`src/rtl/window_fetch_reader_pkg.sv`:
```
`default_nettype none
// ----------------------------------------------------------------------------
// window_fetch_reader_pkg : shared frame geometry, state encoding, window layout
// Rev 1.0
// ----------------------------------------------------------------------------
package window_fetch_reader_pkg;

  localparam int DEF_IMWIDTH  = 240;
  localparam int DEF_IMHEIGHT = 180;
  localparam int DEF_ADDR_W   = 8;

  localparam int WIN_BITS   = 9;
  localparam int CENTRE_BIT = 4;
  localparam int K_W        = 4;

  localparam int STATE_W = 3;
  localparam logic [STATE_W-1:0] S_IDLE    = 3'd0;
  localparam logic [STATE_W-1:0] S_FETCH   = 3'd1;
  localparam logic [STATE_W-1:0] S_DRAIN   = 3'd2;
  localparam logic [STATE_W-1:0] S_PRESENT = 3'd3;
  localparam logic [STATE_W-1:0] S_DONE    = 3'd4;

  localparam logic [K_W-1:0] LAST_K = 4'd8;

endpackage
`default_nettype wire

```
`src/rtl/window_fetch_reader_neighbour_addr_gen.sv`:
```
`default_nettype none
// ----------------------------------------------------------------------------
// neighbour_addr_gen : maps centre + neighbour index k to a clamped (x, y, oob)
// Rev 1.0
// ----------------------------------------------------------------------------
module neighbour_addr_gen
  import window_fetch_reader_pkg::*;
#(
  parameter int IMWIDTH  = DEF_IMWIDTH,
  parameter int IMHEIGHT = DEF_IMHEIGHT,
  parameter int ADDR_W   = DEF_ADDR_W
) (
  input  logic [ADDR_W-1:0] centreX,
  input  logic [ADDR_W-1:0] centreY,
  input  logic [K_W-1:0]    k,
  output logic [ADDR_W-1:0] nbrX,
  output logic [ADDR_W-1:0] nbrY,
  output logic              oob
);

  localparam logic signed [ADDR_W:0] c_neg  = '1;
  localparam logic signed [ADDR_W:0] c_zero = '0;
  localparam logic signed [ADDR_W:0] c_pos  = {{ADDR_W{1'b0}}, 1'b1};
  localparam logic [ADDR_W:0]        c_w    = (ADDR_W+1)'(IMWIDTH);
  localparam logic [ADDR_W:0]        c_h    = (ADDR_W+1)'(IMHEIGHT);

  logic signed [ADDR_W:0] w_dx;
  logic signed [ADDR_W:0] w_dy;
  logic signed [ADDR_W:0] w_sx;
  logic signed [ADDR_W:0] w_sy;

  // k = (dy+1)*3 + (dx+1)
  always_comb begin
    w_dx = c_zero;
    w_dy = c_zero;
    case (k)
      4'd0, 4'd3, 4'd6: w_dx = c_neg;
      4'd2, 4'd5, 4'd8: w_dx = c_pos;
      default:          w_dx = c_zero;
    endcase
    if (k < 4'd3)      w_dy = c_neg;
    else if (k > 4'd5) w_dy = c_pos;
  end

  assign w_sx = $signed({1'b0, centreX}) + w_dx;
  assign w_sy = $signed({1'b0, centreY}) + w_dy;

  assign oob  = w_sx[ADDR_W] || w_sy[ADDR_W] ||
                ($unsigned(w_sx) >= c_w) || ($unsigned(w_sy) >= c_h);
  assign nbrX = oob ? centreX : w_sx[ADDR_W-1:0];
  assign nbrY = oob ? centreY : w_sy[ADDR_W-1:0];

endmodule
`default_nettype wire

```
`src/rtl/window_fetch_reader.sv`:
```
`default_nettype none
// ----------------------------------------------------------------------------
// window_fetch_reader : raster-scans the frame memory, presents 3x3 windows
// Rev 1.0
// ----------------------------------------------------------------------------
module window_fetch_reader
  import window_fetch_reader_pkg::*;
#(
  parameter int IMWIDTH  = DEF_IMWIDTH,
  parameter int IMHEIGHT = DEF_IMHEIGHT,
  parameter int ADDR_W   = DEF_ADDR_W
) (
  input  logic                clk,
  input  logic                reset,
  input  logic                start,
  output logic                busy,
  output logic                done,
  output logic [ADDR_W-1:0]   mem_x,
  output logic [ADDR_W-1:0]   mem_y,
  output logic                mem_write,
  input  logic                mem_data,
  output logic [WIN_BITS-1:0] win_data,
  output logic [ADDR_W-1:0]   win_x,
  output logic [ADDR_W-1:0]   win_y,
  output logic                win_valid,
  input  logic                win_ready
);

  localparam logic [ADDR_W-1:0] c_lastX = ADDR_W'(IMWIDTH - 1);
  localparam logic [ADDR_W-1:0] c_lastY = ADDR_W'(IMHEIGHT - 1);

  logic [STATE_W-1:0]  r_state;
  logic [STATE_W-1:0]  w_stateNext;
  logic [ADDR_W-1:0]   r_cx;
  logic [ADDR_W-1:0]   r_cy;
  logic [ADDR_W-1:0]   r_memX;
  logic [ADDR_W-1:0]   r_memY;
  logic [K_W-1:0]      r_k;
  logic [K_W-1:0]      r_capK;
  logic                r_capEn;
  logic                r_capOob;
  logic [WIN_BITS-1:0] r_win;
  logic [ADDR_W-1:0]   w_nbrX;
  logic [ADDR_W-1:0]   w_nbrY;
  logic                w_oob;
  logic                w_accept;
  logic                w_lastPixel;

  neighbour_addr_gen #(
    .IMWIDTH  (IMWIDTH),
    .IMHEIGHT (IMHEIGHT),
    .ADDR_W   (ADDR_W)
  ) u_nbrGen (
    .centreX (r_cx),
    .centreY (r_cy),
    .k       (r_k),
    .nbrX    (w_nbrX),
    .nbrY    (w_nbrY),
    .oob     (w_oob)
  );

  assign w_accept    = (r_state == S_PRESENT) && win_ready;
  assign w_lastPixel = (r_cx == c_lastX) && (r_cy == c_lastY);

  always_ff @(posedge clk or negedge reset) begin
    if (!reset) r_state <= S_IDLE;
    else        r_state <= w_stateNext;
  end

  always_comb begin
    w_stateNext = r_state;
    case (r_state)
      S_IDLE:    if (start) w_stateNext = S_FETCH;
      S_FETCH:   if (r_k == LAST_K) w_stateNext = S_DRAIN;
      S_DRAIN:   w_stateNext = S_PRESENT;
      S_PRESENT: if (win_ready) w_stateNext = w_lastPixel ? S_DONE : S_FETCH;
      S_DONE:    w_stateNext = S_IDLE;
      default:   w_stateNext = S_IDLE;
    endcase
  end

  // The address port is live only during FETCH; otherwise it parks on the last issue.
  always_comb begin
    busy      = (r_state == S_FETCH) || (r_state == S_DRAIN) || (r_state == S_PRESENT);
    done      = (r_state == S_DONE);
    win_valid = (r_state == S_PRESENT);
    mem_write = 1'b0;
    mem_x     = r_memX;
    mem_y     = r_memY;
    if (r_state == S_FETCH) begin
      mem_x = w_nbrX;
      mem_y = w_nbrY;
    end
  end

  always_ff @(posedge clk or negedge reset) begin
    if (!reset) begin
      r_cx     <= '0;
      r_cy     <= '0;
      r_memX   <= '0;
      r_memY   <= '0;
      r_k      <= '0;
      r_capK   <= '0;
      r_capEn  <= 1'b0;
      r_capOob <= 1'b0;
      r_win    <= '0;
    end else begin
      // Memory read data trails the issued address by one cycle.
      r_capEn  <= (r_state == S_FETCH);
      r_capK   <= r_k;
      r_capOob <= w_oob;
      if (r_capEn) r_win[r_capK] <= r_capOob ? 1'b0 : mem_data;

      case (r_state)
        S_IDLE: begin
          if (start) begin
            r_cx <= '0;
            r_cy <= '0;
            r_k  <= '0;
          end
        end
        S_FETCH: begin
          r_memX <= w_nbrX;
          r_memY <= w_nbrY;
          r_k    <= (r_k == LAST_K) ? '0 : r_k + 4'd1;
        end
        S_PRESENT: begin
          if (w_accept && !w_lastPixel) begin
            if (r_cx == c_lastX) begin
              r_cx <= '0;
              r_cy <= r_cy + 1'b1;
            end else begin
              r_cx <= r_cx + 1'b1;
            end
          end
        end
        default: ;
      endcase
    end
  end

  assign win_data = r_win;
  assign win_x    = r_cx;
  assign win_y    = r_cy;

endmodule
`default_nettype wire

```
`config.mk`:
```
export PLATFORM = sky130hd
export DESIGN_NAME = window_fetch_reader
export DESIGN_NICKNAME = d
export VERILOG_FILES = /design/src/rtl/window_fetch_reader_pkg.sv /design/src/rtl/window_fetch_reader_neighbour_addr_gen.sv /design/src/rtl/window_fetch_reader.sv
export SDC_FILE = /design/constraint.sdc
export NUM_CORES = 1
export LEC_CHECK = 0
export CAP_MARGIN = 20
export CORE_MARGIN = 8
export CORE_UTILIZATION = 50
export DETAILED_ROUTE_END_ITERATION = 8
export GPL_TIMING_DRIVEN = 0
export PLACE_DENSITY = 0.83
export SLEW_MARGIN = 20
export SYNTH_ARGS = -nofsm -noshare
export SYNTH_HDL_FRONTEND = slang
export SYNTH_SLANG_ARGS = --single-unit
```
`constraint.sdc`:
```
create_clock -name clk -period 8 [get_ports clk]
set_clock_uncertainty 0.05 [all_clocks]
set_input_delay 1.6 -clock clk [delete_from_list [all_inputs] [get_ports clk]]
set_output_delay 1.6 -clock clk [all_outputs]
set_load 0.1 [all_outputs]
```
==> reports/metrics.cfg, run 1 <==
[outcome]
outcome = completed

[grt]
antenna_found_initial = 0
grt_pass1_wl_mm = 15.5
grt_max_degree = 55
grt_usage_pct = 19.0
grt_pass1_vias = 3248
gr-total-overflow = 0

[detailed_routing]
vias = 3188
wl_per_cell_um = 17.3
first_pass_iters = 4
viasPerCell = 5.98
drt-initial-drc-count = 220
drc = 0
drt_wl_total_mm = 9.20
postRouteAntennaNets = 0

[clocking]
insertion_delay_ns = 0.31
cts_made_buffers = 5
cts_sinks = 54
ctsLongestPathBuffers = 2
clkTransAtPathRegs_ns = 0.10
h-tree-depth = 2
cts_setup_buffers = 0
holdBufCountCts = 0
cts_resized = 0
root_buffer = clkbuf_8
cts_tree = done

[sta]
rsz0062_at_grt = no
slew_headroom_pct = 33.4
maxSlewViolCount = 0
fin_crit_sh_pct = 88.7
hold_viol = 0
worst_pin_slew_ns = 0.995
setup-violations-final = 0
fin_tns_setup_ns = 0
period_needed_ns = 7.09
fmax_ghz = 0.141

[worst_setup_path]
crit_required_ns = 6.35
crit_fanout = 10
cpMostUsedCell = nor3_1
arrival_ns = 5.44
critPathKind = flop to output port
cp_cell_sequence = ha_1 > nor3_1 > nor3_2 > inv_1 > fa_1 > nand2b_1 > a211oi_1 > o22ai_1 > xnor2_1 > o211ai_2 > buf_2 > nor3_1 > a211o_1 > clkdlybuf4s50_1
slowest_delay_ns = 1.14
crit_slowest_cell = clkdlybuf4s50_1
crit_family = buffers and inverters
crit_path_start_kind = flop
cp.buffers_inverters = 3
endpoint_kind = output port

[layout]
area_growth_pct = 19.6
final_common_cell = dfrtp_1
finalNetCount = 465
fill_cells = 603
final_cell_mix = dfrtp_1 (54), clkdlybuf4s50_1 (47), nor2_1 (44), nand2_1 (33), ha_1 (22)
final_layout_size_suffix_gt1_share_pct = 10.3
antenna_cells = 0

[synth]
synth_edf_count = 0
ys.flop_type = dfrtp_1
synth_fp_nets = 410
async_flop_share_pct = 100
yosysWarnings = 0
synth.distinct_cells = 68
syn-cell-area_mm2 = 0.00353
syn_avg_cell_area_um2 = 9.27
ys_seq_elements = 54
ys_seq_area_share_pct = 38.3
synthCells = 381

[flow_run]
maxCapViolCount = 0

[placed_design]
dpl.hpwl_mm = 6.78
port_buffers = 48
gp_congestion = 0.922

[worst_hold_path]
hp-class = flop to flop

[floorplanning]
start_util_pct = 51.7
dieHeight_um = 100
num_rows = 30
ioPinCount = 50
dieWidth_um = 100
coreArea_mm2 = 0.00683
dieArea_mm2 = 0.0100

sequential cells by signal, indices dropped and copies added, names as in the netlist:
register / flops
r_memY: 8
r_capK: 4
win_data: 9
win_x: 8
r_memX: 8
r_capEn: 1
r_capOob: 1
r_state: 3
r_k: 4
win_y: 8
cell usage after synthesis, types with 4 or more instances:
master     n  area [um2]
nor3b_1    4        30.0
nand2b_1   5        31.3
o31ai_1    4        30.0
a21oi_1   15        75.1
dfrtp_1   54        1350
inv_1     17        63.8
nand3_1   13        65.1
clkbuf_1   6        22.5
a31oi_1    7        43.8
o221ai_1   4        35.0
nand3b_1   4        30.0
and3_1     5        31.3
o21ai_0   19        95.1
and2_1     5        31.3
nand4_1    8        50.1
nor3_1     5        25.0
o211ai_1   4        30.0
nand2_1   33         124
o21ai_1   10        50.1
nor2b_1    4        25.0
o31a_1     4        35.0
ha_1      22         275
o22ai_1    4        25.0
mux2_2    11         124
nor2_1    44         165
xnor2_1   11        96.3
xor2_1     5        43.8
worst register-to-register path: cells and delay by family, from the launching register on:
family | cells | cell delay, ns
xor+xnor | 1 | 0.32
buf+inv | 1 | 0.20
flops | 1 | 0.46
simple gates | 3 | 0.86
fa+ha+maj | 2 | 0.75
compound gates | 5 | 1.42
final cells by class:
cell class	instances	area, um2	area share [%]
multi-input combinational	295	2040	48.3
clock buffer	5	68.8	1.63
tap	96	120	2.84
inverter	21	83.8	1.98
clock inverter	3	26.3	0.622
buffer	11	56.3	1.33
sequential	54	1350	32.0
timing repair buffer	48	478	11.3
routing by layer:
layer / share of wire [%] / GRT usage (%) / wire [um] / up-vias
li1: - / - / - / 1489
met1: 42 / 22.8 / 3830 / 1535
met2: 48 / 32.4 / 4440 / 141
met3: 7.9 / 4.29 / 731 / 23
met4: 2.2 / 7.09 / 200 / 0
met5: 0 / 0 / 0 / -
worst paths after layout:
check / slack (ns) / endpoint / start / cells past startpoint
max in group asynchronous: 6.17 / r_k[0] / reset / 1
worst min-delay path: 0.36 / r_capK[2] / r_k[2] / 0
min in group asynchronous: 1.25 / r_capOob / reset / 1
worst max-delay path: 0.91 / mem_y[5] / r_k[1] / 14
worst max register to register: 3.82 / r_memX[6] / r_k[1] / 12
worst min register to register: 0.36 / r_capK[2] / r_k[2] / 0
per-stage QoR:
step,hold WS (ns),setup slack (ns),instance area (um2),util (%),cells
6_report,0.363,0.906,4220,61.8,533
5_1_grt,0.393,0.632,4220,61.8,533
4_1_cts,0.371,0.996,4220,61.8,533
3_5_place_dp,0.344,1.38,4130,60.4,525
3_3_place_gp,0.328,1.58,4130,60.5,525
2_1_floorplan,0.320,1.89,3530,-,381
cell families (layout without fill, tap and decap cells):
kind of cell	after synthesis	after routing	synth area share, %
and+or+nand+nor	148	148	22.2
xor gates and xnor gates	16	16	3.97
buffers and inverters	32	88	3.97
adders and majority gates	24	24	8.93
muxes	11	11	3.51
DFF	54	54	38.3
other	1	1	0.106
AOI/OAI and AO/OA	95	95	19.1
Power of run 1 is not shown: default switching activity piles up to over one toggle a cycle in this logic, so the estimate is an artifact.
==> inputs of run 2 (changes only) <==
--- a/config.mk
+++ b/config.mk
@@ -6,7 +6,7 @@
 export NUM_CORES = 1
 export LEC_CHECK = 0
 export CAP_MARGIN = 20
-export CORE_MARGIN = 8
+export CORE_MARGIN = 3
 export CORE_UTILIZATION = 50
 export DETAILED_ROUTE_END_ITERATION = 8
 export GPL_TIMING_DRIVEN = 0
==> run 2 against run 1 <==
  * Non-clock buffer count stayed put
  * Worst setup slack gained 0.064 ns
  * Count of clock-buffer cells in the layout is the same
  * Utilization up 2.1 points
  * Global-route usage is 2.3 points higher
  * Design area hardly changed
  * Fmax grew 0.92%
  * Routed wire length down 5.7%
==> reports/metrics.cfg, run 2 (synthesis results as in run 1) <==
[detailed_routing]
wl_per_cell_um = 16.4  ; was 17.3 um
viasPerCell = 5.84  ; was 5.98
postRouteAntennaNets = 0  ; unchanged
drt-initial-drc-count = 237  ; was 220
drt_wl_total_mm = 8.68  ; was 9.20 mm
first_pass_iters = 7  ; was 4
vias = 3095  ; was 3188
drc = 0  ; unchanged

[clocking]
cts_tree = done  ; unchanged
cts_sinks = 54  ; unchanged
cts_setup_buffers = 0  ; unchanged
ctsLongestPathBuffers = 2  ; unchanged
insertion_delay_ns = 0.32  ; was 0.31 ns
holdBufCountCts = 0  ; unchanged
cts_made_buffers = 5  ; unchanged
cts_resized = 0  ; unchanged
root_buffer = clkbuf_8  ; unchanged
clkTransAtPathRegs_ns = 0.10  ; about the same
h-tree-depth = 2  ; unchanged

[sta]
hold_viol = 0  ; unchanged
setup-violations-final = 0  ; unchanged
fin_tns_setup_ns = 0  ; unchanged
rsz0062_at_grt = no  ; unchanged
whs_ns = 0.366  ; was 0.363 ns
fmax_ghz = 0.142  ; was 0.141 GHz
slew_headroom_pct = 34.7  ; was 33.4%
worst_pin_slew_ns = 0.976  ; was 0.995 ns
fin_crit_sh_pct = 87.9  ; was 88.7%
maxSlewViolCount = 0  ; unchanged
period_needed_ns = 7.03  ; was 7.09 ns

[worst_setup_path]
rr_startpoint = r_k[1]  ; unchanged
crit_family = buffers and inverters  ; unchanged
r2r_cells = 12  ; unchanged
r2r_slack_ns = 3.91  ; was 3.82 ns
crit_path_start_kind = flop  ; unchanged
crit_required_ns = 6.35  ; about the same
crit_fanout = 8  ; was 10
cp.buffers_inverters = 3  ; unchanged
arrival_ns = 5.38  ; was 5.44 ns
crit_slowest_cell = clkdlybuf4s50_1  ; unchanged
cp_cell_sequence = ha_1 > nor3_1 > nor3_2 > inv_1 > fa_1 > nand2b_1 > a211oi_1 > o22ai_1 > xnor2_1 > o211ai_2 > nor2_1 > inv_2 > o221ai_1 > clkdlybuf4s50_1  ; was ha_1 > nor3_1 > nor3_2 > inv_1 > fa_1 > nand2b_1 > a211oi_1 > o22ai_1 > xnor2_1 > o211ai_2 > buf_2 > nor3_1 > a211o_1 > clkdlybuf4s50_1
critPathKind = flop to output port  ; unchanged
worstReg2RegEnd = r_memY[5]  ; was r_memX[6]
endpoint_kind = output port  ; unchanged
slowest_delay_ns = 1.20  ; was 1.14 ns
startpoint = r_k[1]  ; unchanged

[floorplanning]
coreArea_mm2 = 0.00660  ; was 0.00683 mm2
dieWidth_um = 90.0  ; was 100 um
dieArea_mm2 = 0.00811  ; was 0.0100 mm2
dieHeight_um = 90.0  ; was 100 um
ioPinCount = 50  ; unchanged
num_rows = 29  ; was 30
start_util_pct = 53.5  ; was 51.7%

[worst_hold_path]
min_path_cells = 0  ; unchanged
hold_path_end = r_capK[2]  ; unchanged
hold_start = r_k[2]  ; unchanged
hp-class = flop to flop  ; unchanged

[grt]
grt_pass1_wl_mm = 14.4  ; was 15.5 mm
antenna_found_initial = 0  ; unchanged
grt_pass1_vias = 3030  ; was 3248
gr-total-overflow = 0  ; unchanged
grt_max_degree = 55  ; unchanged
grt_usage_pct = 21.3  ; was 19.0%

[layout]
regArea_mm2 = 0.00135  ; unchanged
multiInputGateArea_mm2 = 0.00204  ; unchanged
stdcell_area_mm2 = 0.00422  ; about the same
largest_reg_flops = 9  ; unchanged
fill_cells = 552  ; was 603
finalNetCount = 465  ; unchanged
antenna_cells = 0  ; unchanged
area_growth_pct = 19.6  ; about the same
final_cell_mix = dfrtp_1 (54), clkdlybuf4s50_1 (47), nor2_1 (44), nand2_1 (33), ha_1 (22)  ; unchanged
final_cells = 530  ; was 533
final_layout_size_suffix_gt1_share_pct = 10.3  ; unchanged
final_common_cell = dfrtp_1  ; unchanged

[placed_design]
dpl.hpwl_mm = 6.42  ; was 6.78 mm
place_area_mm2 = 0.00413  ; about the same
gp_congestion = 0.862  ; was 0.922
dp_cells = 522  ; was 525
port_buffers = 48  ; unchanged

[outcome]
outcome = completed  ; unchanged

[flow_run]
maxCapViolCount = 0  ; unchanged

==> run 2: cell types whose count changed in the layout (fill, tap and decap cells not counted), sizes merged <==
| cell | change |
|---|---|
| inv | -1 |
| clkinv | +1 |
==> run 2: area by class of cell <==
class | instances | share of cell area [%]
Buffer | 11 | 1.33
Clock buffer | 5 | 1.63
Clock inverter | 3 | 0.681
Inverter | 21 | 1.99
Multi-Input combinational cell | 295 | 48.3
Sequential cell | 54 | 32.0
Tap cell | 93 | 2.76
Timing Repair Buffer | 48 | 11.3
==> run 2: stage by stage <==
| stage | setup WS (ns) | util [%] |
|---|---|---|
| after floorplan | 1.89 | - |
| after global placement | 1.55 | 62.5 |
| after detailed placement | 1.40 | 62.5 |
| after CTS | 1.04 | 63.9 |
| after global routing | 0.655 | 63.9 |
| final | 0.971 | 63.9 |
==> run 2: routing by layer <==
metal | track usage (%) | wire length [um] | vias to the layer above
met5 | 0 | 0 | -
met4 | 5.61 | 150 | 0
met3 | 3.34 | 687 | 18
met2 | 36.8 | 4090 | 136
met1 | 27.8 | 3750 | 1462
li1 | - | - | 1479
==> run 2: worst max-delay path by stage <==
stage / endpoint / cells after the start
3_3_place_gp: mem_y[3] / 15
3_5_place_dp: mem_y[3] / 14
6_report: mem_y[3] / 14
5_1_grt: mem_y[3] / 14
2_1_floorplan: mem_x[2] / 11
4_1_cts: mem_y[3] / 14
Power of run 2 is left out for the same reason.
